File: src/rtl/demux_1x4_stream_if.sv
// Handshake bundle for the 1:4 stream demux: one tagged valid/ready input stream,
// four valid/ready output channels and an activity flag.
interface demux_1x4_stream_if #(
    parameter int BUS_WIDTH = 8
);
    logic                 s_valid;
    logic                 s_ready;
    logic [BUS_WIDTH-1:0] s_data;
    logic [1:0]           s_sel;
    logic [3:0]           m_valid;
    logic [3:0]           m_ready;
    logic [BUS_WIDTH-1:0] m_data0;
    logic [BUS_WIDTH-1:0] m_data1;
    logic [BUS_WIDTH-1:0] m_data2;
    logic [BUS_WIDTH-1:0] m_data3;
    logic                 busy;

    // Producer/consumer side: drives the input stream and the sink readies.
    modport master (
        output s_valid, s_data, s_sel, m_ready,
        input  s_ready, m_valid, m_data0, m_data1, m_data2, m_data3, busy
    );

    // Demux side.
    modport slave (
        input  s_valid, s_data, s_sel, m_ready,
        output s_ready, m_valid, m_data0, m_data1, m_data2, m_data3, busy
    );
endinterface

File: src/rtl/demux_1x4_stream.sv
// 1:4 stream demux: each input word is steered by s_sel into one of four
// 2-entry FIFOs, so a stalled sink only blocks words addressed to it.
module demux_1x4_stream #(
    parameter int BUS_WIDTH = 8
) (
    input  logic                clk,
    input  logic                rst_n,
    demux_1x4_stream_if.slave   bus
);
    logic [1:0]           count [4];
    logic [3:0]           wr_ptr;
    logic [3:0]           rd_ptr;
    logic [BUS_WIDTH-1:0] mem [4][2];

    logic       s_ready_int;
    logic [3:0] valid_vec;
    logic [3:0] push;
    logic [3:0] pop;

    // Ready depends only on registered occupancy of the addressed channel, never on m_ready.
    assign s_ready_int = (count[bus.s_sel] != 2'd2);

    // NOTE: every signal written here gets a default first so no path leaves it
    // unassigned, which would otherwise infer a latch.
    always_comb begin
        push      = '0;
        pop       = '0;
        valid_vec = '0;
        for (int n = 0; n < 4; n++) begin
            valid_vec[n] = (count[n] != 2'd0);
            push[n]      = bus.s_valid && s_ready_int && (bus.s_sel == 2'(n));
            pop[n]       = valid_vec[n] && bus.m_ready[n];
        end
    end

    // NOTE: state is updated with non-blocking assignments so every register
    // samples the pre-edge values, independent of statement order.
    always_ff @(posedge clk) begin
        if (!rst_n) begin
            wr_ptr <= '0;
            rd_ptr <= '0;
            // NOTE: storage is cleared too, so heads read as 0 after reset and
            // no word buffered before reset can ever reappear.
            for (int n = 0; n < 4; n++) begin
                count[n] <= 2'd0;
                for (int e = 0; e < 2; e++) begin
                    mem[n][e] <= '0;
                end
            end
        end else begin
            for (int n = 0; n < 4; n++) begin
                if (push[n]) begin
                    mem[n][wr_ptr[n]] <= bus.s_data;
                    wr_ptr[n]         <= ~wr_ptr[n];
                end
                if (pop[n]) begin
                    rd_ptr[n] <= ~rd_ptr[n];
                end
                // Push and pop together leave the count unchanged.
                case ({push[n], pop[n]})
                    2'b10:   count[n] <= count[n] + 2'd1;
                    2'b01:   count[n] <= count[n] - 2'd1;
                    default: count[n] <= count[n];
                endcase
            end
        end
    end

    assign bus.s_ready = s_ready_int;
    assign bus.m_valid = valid_vec;
    assign bus.busy    = |valid_vec;
    assign bus.m_data0 = mem[0][rd_ptr[0]];
    assign bus.m_data1 = mem[1][rd_ptr[1]];
    assign bus.m_data2 = mem[2][rd_ptr[2]];
    assign bus.m_data3 = mem[3][rd_ptr[3]];
endmodule

File: src/flat_wrapper.sv
// flat-port wrapper written by rule: the top's interface ports become plain ports
module demux_1x4_stream_flat 
#(
    parameter int BUS_WIDTH = 8
)
  (clk, rst_n, bus_s_valid, bus_s_data, bus_s_sel, bus_m_ready, bus_s_ready, bus_m_valid, bus_m_data0, bus_m_data1, bus_m_data2, bus_m_data3, bus_busy);
  demux_1x4_stream_if #(.BUS_WIDTH(BUS_WIDTH)) bus_i ();
  input  logic clk;
  input  logic rst_n;
  input wire logic [$bits(bus_i.s_valid)-1:0] bus_s_valid;
  input wire logic [$bits(bus_i.s_data)-1:0] bus_s_data;
  input wire logic [$bits(bus_i.s_sel)-1:0] bus_s_sel;
  input wire logic [$bits(bus_i.m_ready)-1:0] bus_m_ready;
  output wire logic [$bits(bus_i.s_ready)-1:0] bus_s_ready;
  output wire logic [$bits(bus_i.m_valid)-1:0] bus_m_valid;
  output wire logic [$bits(bus_i.m_data0)-1:0] bus_m_data0;
  output wire logic [$bits(bus_i.m_data1)-1:0] bus_m_data1;
  output wire logic [$bits(bus_i.m_data2)-1:0] bus_m_data2;
  output wire logic [$bits(bus_i.m_data3)-1:0] bus_m_data3;
  output wire logic [$bits(bus_i.busy)-1:0] bus_busy;
  assign bus_i.s_valid = bus_s_valid;
  assign bus_i.s_data = bus_s_data;
  assign bus_i.s_sel = bus_s_sel;
  assign bus_i.m_ready = bus_m_ready;
  assign bus_s_ready = bus_i.s_ready;
  assign bus_m_valid = bus_i.m_valid;
  assign bus_m_data0 = bus_i.m_data0;
  assign bus_m_data1 = bus_i.m_data1;
  assign bus_m_data2 = bus_i.m_data2;
  assign bus_m_data3 = bus_i.m_data3;
  assign bus_busy = bus_i.busy;
  demux_1x4_stream #(.BUS_WIDTH(BUS_WIDTH)) u_core (.clk(clk), .rst_n(rst_n), .bus(bus_i));
endmodule
File: config.mk
export PLATFORM = sky130hd
export DESIGN_NAME = demux_1x4_stream_flat
export DESIGN_NICKNAME = d
export VERILOG_FILES = /design/src/rtl/demux_1x4_stream_if.sv /design/src/rtl/demux_1x4_stream.sv /design/src/flat_wrapper.sv
export SDC_FILE = /design/constraint.sdc
export NUM_CORES = 1
export LEC_CHECK = 0
export CELL_PAD_IN_SITES_DETAIL_PLACEMENT = 1
export CELL_PAD_IN_SITES_GLOBAL_PLACEMENT = 2
export CORE_ASPECT_RATIO = 1.2
export CORE_MARGIN = 2
export CORE_UTILIZATION = 36
export CTS_CLUSTER_DIAMETER = 80
export DETAILED_ROUTE_END_ITERATION = 16
export PLACE_DENSITY = 0.85
export REMOVE_ABC_BUFFERS = 1
export SYNTH_ARGS = -nofsm -noshare
export SYNTH_HDL_FRONTEND = slang
export SYNTH_SLANG_ARGS = --single-unit
File: constraint.sdc
create_clock -name clk -period 2.71 [get_ports clk]
set_input_delay 0.813 -clock clk [delete_from_list [all_inputs] [get_ports clk]]
set_output_delay 0.813 -clock clk [all_outputs]
set_load 0.01 [all_outputs]
Word-level counts from Yosys, hierarchy flattened
Memories as Yosys holds them, arrays and structs flattened.
Cells that the tools add are included.

word-level totals
  logic and storage cells = 302
  memories = 2
  register bits after elaboration = 8
  bits in writable memories = 72
  input port bits = 17

cells by class
  reduce and logical (&&, ||, !) cells = 23
  magnitude comparators = 12
  mux-type cells = 145
  bitwise gates (word level) = 92
  equality and inequality tests = 12
  add/sub/neg operators = 8

memories
  memory        depth  bits a word  read ports  clocked after Yosys merged registers in  wr ports  line                    RTL
  u_core.mem    4      16           4           0                                        4         demux_1x4_stream.sv:13  logic [BUS_WIDTH-1:0] mem [4][2];
  u_core.count  4      2            5           0                                        4         demux_1x4_stream.sv:10  logic [1:0] count [4];

operators with widths
  kind                   count
  $mux W8                16
  $mux W1                109
  $or A1 B1 Y1           76
  $mux W16               4
  $demux W8 S1           4
  $mux W2                12
  $ge A2 B2 Y1 const B   8
  $not A1 Y2             8
  $logic_and A1 B1 Y1    13
  $eq A2 B2 Y1 const B   6
  $eq A2 B1 Y1 const B   5
  $add A2 B1 Y2 const B  4
  $lt A2 B1 Y1 const B   4
  $not A1 Y1             8
  $reduce_bool A2 Y1     4
  $reduce_or A2 Y1       4
  $sub A2 B1 Y2 const B  4
  $reduce_or A4 Y1       1
  $logic_not A2 Y1       1
  $ne A2 B2 Y1 const B   1

Logic depth before layout (Yosys ltp)
An unclocked memory read counts as a cell.

  word-level depth = 11
  depth in mapped cells = 8
  gate-level depth less buffers = 8

Worst setup path after synthesis
No wires, ideal clock.

  kind = input to output
  start point = in bus_s_sel[1]
  end point = out bus_s_ready
  slack = 0.283 ns
  data arrival time = 1.614 ns
  stages on the path = 3
  cells stage by stage = buf_6 o211ai_1 o21ai_0

on the way
  longest elaborated chain between the ends = 2

RTL lines
  what                line                    RTL
  start: declaration  flat_wrapper.sv:12      input wire logic [$bits(bus_i.s_sel)-1:0] bus_s_sel;
  $mem_v2 Z4 W2       n/a
  $ne A2 B2 Y1        demux_1x4_stream.sv:21  assign s_ready_int = (count[bus.s_sel] != 2'd2);
  end: declaration    flat_wrapper.sv:14      output wire logic [$bits(bus_i.s_ready)-1:0] bus_s_ready;

Every way passes these cells.

Final worst setup path
  start point = reg u_core.rd_ptr[0]
  end point = out bus_m_data0[7]

on the way
  longest elaborated chain between the ends = 4

RTL lines
  what                                         line                    RTL
  start: declaration                           demux_1x4_stream.sv:12  logic [3:0] rd_ptr;
  start signal: indexed assignment             demux_1x4_stream.sv:57  rd_ptr[n] <= ~rd_ptr[n];
  $not A1 Y2 (not written as such)             demux_1x4_stream.sv:72  assign bus.m_data0 = mem[0][rd_ptr[0]];
  $mux W8 (not written as such) (3 in series)  demux_1x4_stream.sv:72
  end: declaration                             flat_wrapper.sv:16      output wire logic [$bits(bus_i.m_data0)-1:0] bus_m_data0;

Every way passes these cells. The select of a mux whose other input is x is not followed.

==> flow_summary_export.csv <==
group,metric,value,unit
power,internal_power,0.00241,W
yosys,ys_seq_area_frac,0.558,
flow_run,maxCapViolCount,0,
timing,fin_crit_sh,0.978,
clock_network,ctsHoldBuffers,0,
hold_path,min_path_type,"register to register",
yosys,syn_area,0.00373,sq mm
power,clockPowerShare,0.384,
clock_network,htree_levels,3,
clock_network,clk_latency,340,ps
drt,drt-pass1-iter-count,4,
timing,fin_ws,58.6,ps
global_routing,grt_max_degree,54,
yosys,yosysUniqueCellTypes,36,
power,power_switching_share,0.253,
yosys,yosysTopAreaCellShare,0.386,
yosys,synth-edff-count,48,
clock_network,cts.sinks,80,
global_routing,overflow,0,
place,hpwlAfterDp,6740,um
timing,skew,6.89,ps
floorplanning,die-area,0.0112,sq mm
yosys,async_reset_ff_frac,0,
finish,multi_input_area,0.00152,sq mm
finish,diodes,0,
yosys,syn_avg_cell_area,11.4,sq um
drt,wl,9220,um
yosys,yosys-top-cells-area,"edfxtp_1 39%, dfxtp_1 17%, mux2_2 10%, mux2i_1 7.0%, nand2_1 4.3%",
drt,via_per_inst,4.99,
timing,hold_viol,0,
global_routing,grt_use_total,0.172,
worst_setup_path,worstPathMaxFanout,9,
worst_setup_path,required,1900,ps
finish,layout.nets,430,
drt,ant_nets,0,
clock_network,cts_buffers,9,
drt,drtIter0Drc,119,
global_routing,grt_antenna_before_repair,0,
finish,regArea,0.00208,sq mm
worst_setup_path,endpoint_kind,"primary output",
power,power_leakage,1.89,nW
timing,setup_viol,0,
timing,slew_headroom,0.657,
worst_setup_path,criticalPathCategory,"register to primary output",
clock_network,ctsLongestPathBuffers,2,
place,port_buffers,54,
place,place_ws,-270,ps
finish,drive_above_1_share,0.215,
timing,fmax,377,MHz
place,gp_congestion,0.775,
timing,finalCriticalPeriod,2650,ps
power,seq_power_share,0.441,
global_routing,grt_pass1_wl,15000,um
finish,postLayoutCoreUtil,0.487,
finish,n_fill_cell,1096,
clock_network,clock-root-buffer,"clkbuf_16",
power,p_switching,0.000818,W
drt,drc,0,
power,ir_worst_vdd,0.000341,V
timing,tightestPinTransition,514,ps
floorplanning,io_pins,55,
clock_network,clk_pin_slew,60,ps
yosys,yosysTopAreaCell,"edfxtp_1",
floorplanning,die_w,97.0,um
worst_setup_path,reg2reg_depth,6,
hold_path,min_delay_path_depth,2,
outcome,outcome,"finished clean",
floorplanning,dieHeight,116,um
global_routing,first_global_vias,2945,
finish,area_delta_synth_final,31.4,%
floorplanning,core_area,0.0101,sq mm
finish,layout_commonest_cell,"clkdlybuf4s50_1",
power,p_per_area,659,mW/mm^2
timing,final-max-slew-violation-count,0,
yosys,ys.flop_type,"edfxtp_1",
yosys,yosysWarnings,0,
worst_setup_path,cp.arrival,1840,ps
floorplanning,start_util,0.371,
worst_setup_path,crit_path_start_kind,"register",
floorplanning,row_count,40,
finish,layout_common_cells,"51 x clkdlybuf4s50_1, 48 x edfxtp_1, 43 x nand2_1",
drt,vias,2671,
drt,wl_per_cell,17.2,um
clock_network,cts_tree,"done",
power,pwr-share-comb,0.174,
yosys,synthCells,328,
yosys,yosys_register_bits,80,
worst max-delay path, cell delays in order (launching register included):
cell and delay [ps]:
dfxtp_1 610, mux2_2 410, clkdlybuf4s50_1 480
synth_stat cells, types with 4 or more instances:
master	number
a21oi_1	13
clkbuf_1	10
dfxtp_1	32
edfxtp_1	48
ha_1	9
inv_1	14
mux2_2	33
mux2i_1	26
nand2_1	43
nand3_1	11
nor2_1	28
nor2b_1	4
nor3_1	7
o21ai_0	10
or3_1	5
xnor2_1	4
power groups by stage:
stage                     Clock (W)  Sequential, W  Combinational (W)
after global routing        0.00130        0.00144           0.000614
final                       0.00124        0.00143           0.000563
after floorplan                   0        0.00144           0.000274
after CTS                   0.00125        0.00143           0.000569
after detailed placement          0        0.00145           0.000561
after global placement            0        0.00145           0.000550
through the flow:
stage	instances	cell area, sq um	hold WS, ps	total power (W)	setup TNS (ps)
2_1_floorplan	311	3640	431	0.00171	0
3_3_place_gp	517	4580	442	0.00200	-1220
3_5_place_dp	517	4580	451	0.00202	-2110
4_1_cts	534	4890	464	0.00325	0
5_1_grt	535	4900	485	0.00335	-4.49
6_report	535	4900	458	0.00323	0
state kept, by name, summed over array words and instances (netlist names):
name           flops
u_core.wr_ptr      4
u_core.mem        64
u_core.count       8
u_core.rd_ptr      4
layout make-up:
cell class,instances,share of cell area
sequential,80,0.425
multi-input combinational,217,0.310
timing repair buffer,82,0.160
clock buffer,10,0.0487
tap,126,0.0322
clock inverter,6,0.0133
inverter,14,0.0107
path summary, 6_finish.rpt:
kind | slack (ps) | end | start
setup / recovery | 60 | bus_m_data0[7] | u_core.rd_ptr[0]$_SDFFE_PN0P_
hold / removal | 460 | u_core.mem[3][11]$_SDFFE_PN0P_ | u_core.mem[3][11]$_SDFFE_PN0P_
setup reg to reg | 670 | u_core.count[2][1]$_SDFFCE_PN0P_ | u_core.count[2][1]$_SDFFCE_PN0P_
hold reg to reg | 460 | u_core.mem[3][11]$_SDFFE_PN0P_ | u_core.mem[3][11]$_SDFFE_PN0P_
cell families (layout without fill, tap and decap cells):
family / Yosys count / after routing / share of synthesized area
AND/OR/NAND/NOR: 114 / 114 / 0.146
flip-flops: 80 / 80 / 0.558
multiplexers: 59 / 59 / 0.169
buffers and inverters: 31 / 112 / 0.0385
AO/OA/AOI/OAI: 28 / 28 / 0.0412
adder cells (fa/ha/maj): 9 / 9 / 0.0302
XOR/XNOR: 7 / 7 / 0.0164
repair_timing:
action,4_1_cts,5_1_grt
endpoints found under the setup margin,2,12
buffers inserted,1,1
resized for setup,4,3
routing by layer:
layer / global-route usage / share of wire
met3: 0.0283 / 0.028
met1: 0.200 / 0.42
met4: 0.0610 / 0.015
met2: 0.321 / 0.53
met5: 0 / 0
No activity file was read; power rests on OpenSTA's default activity.
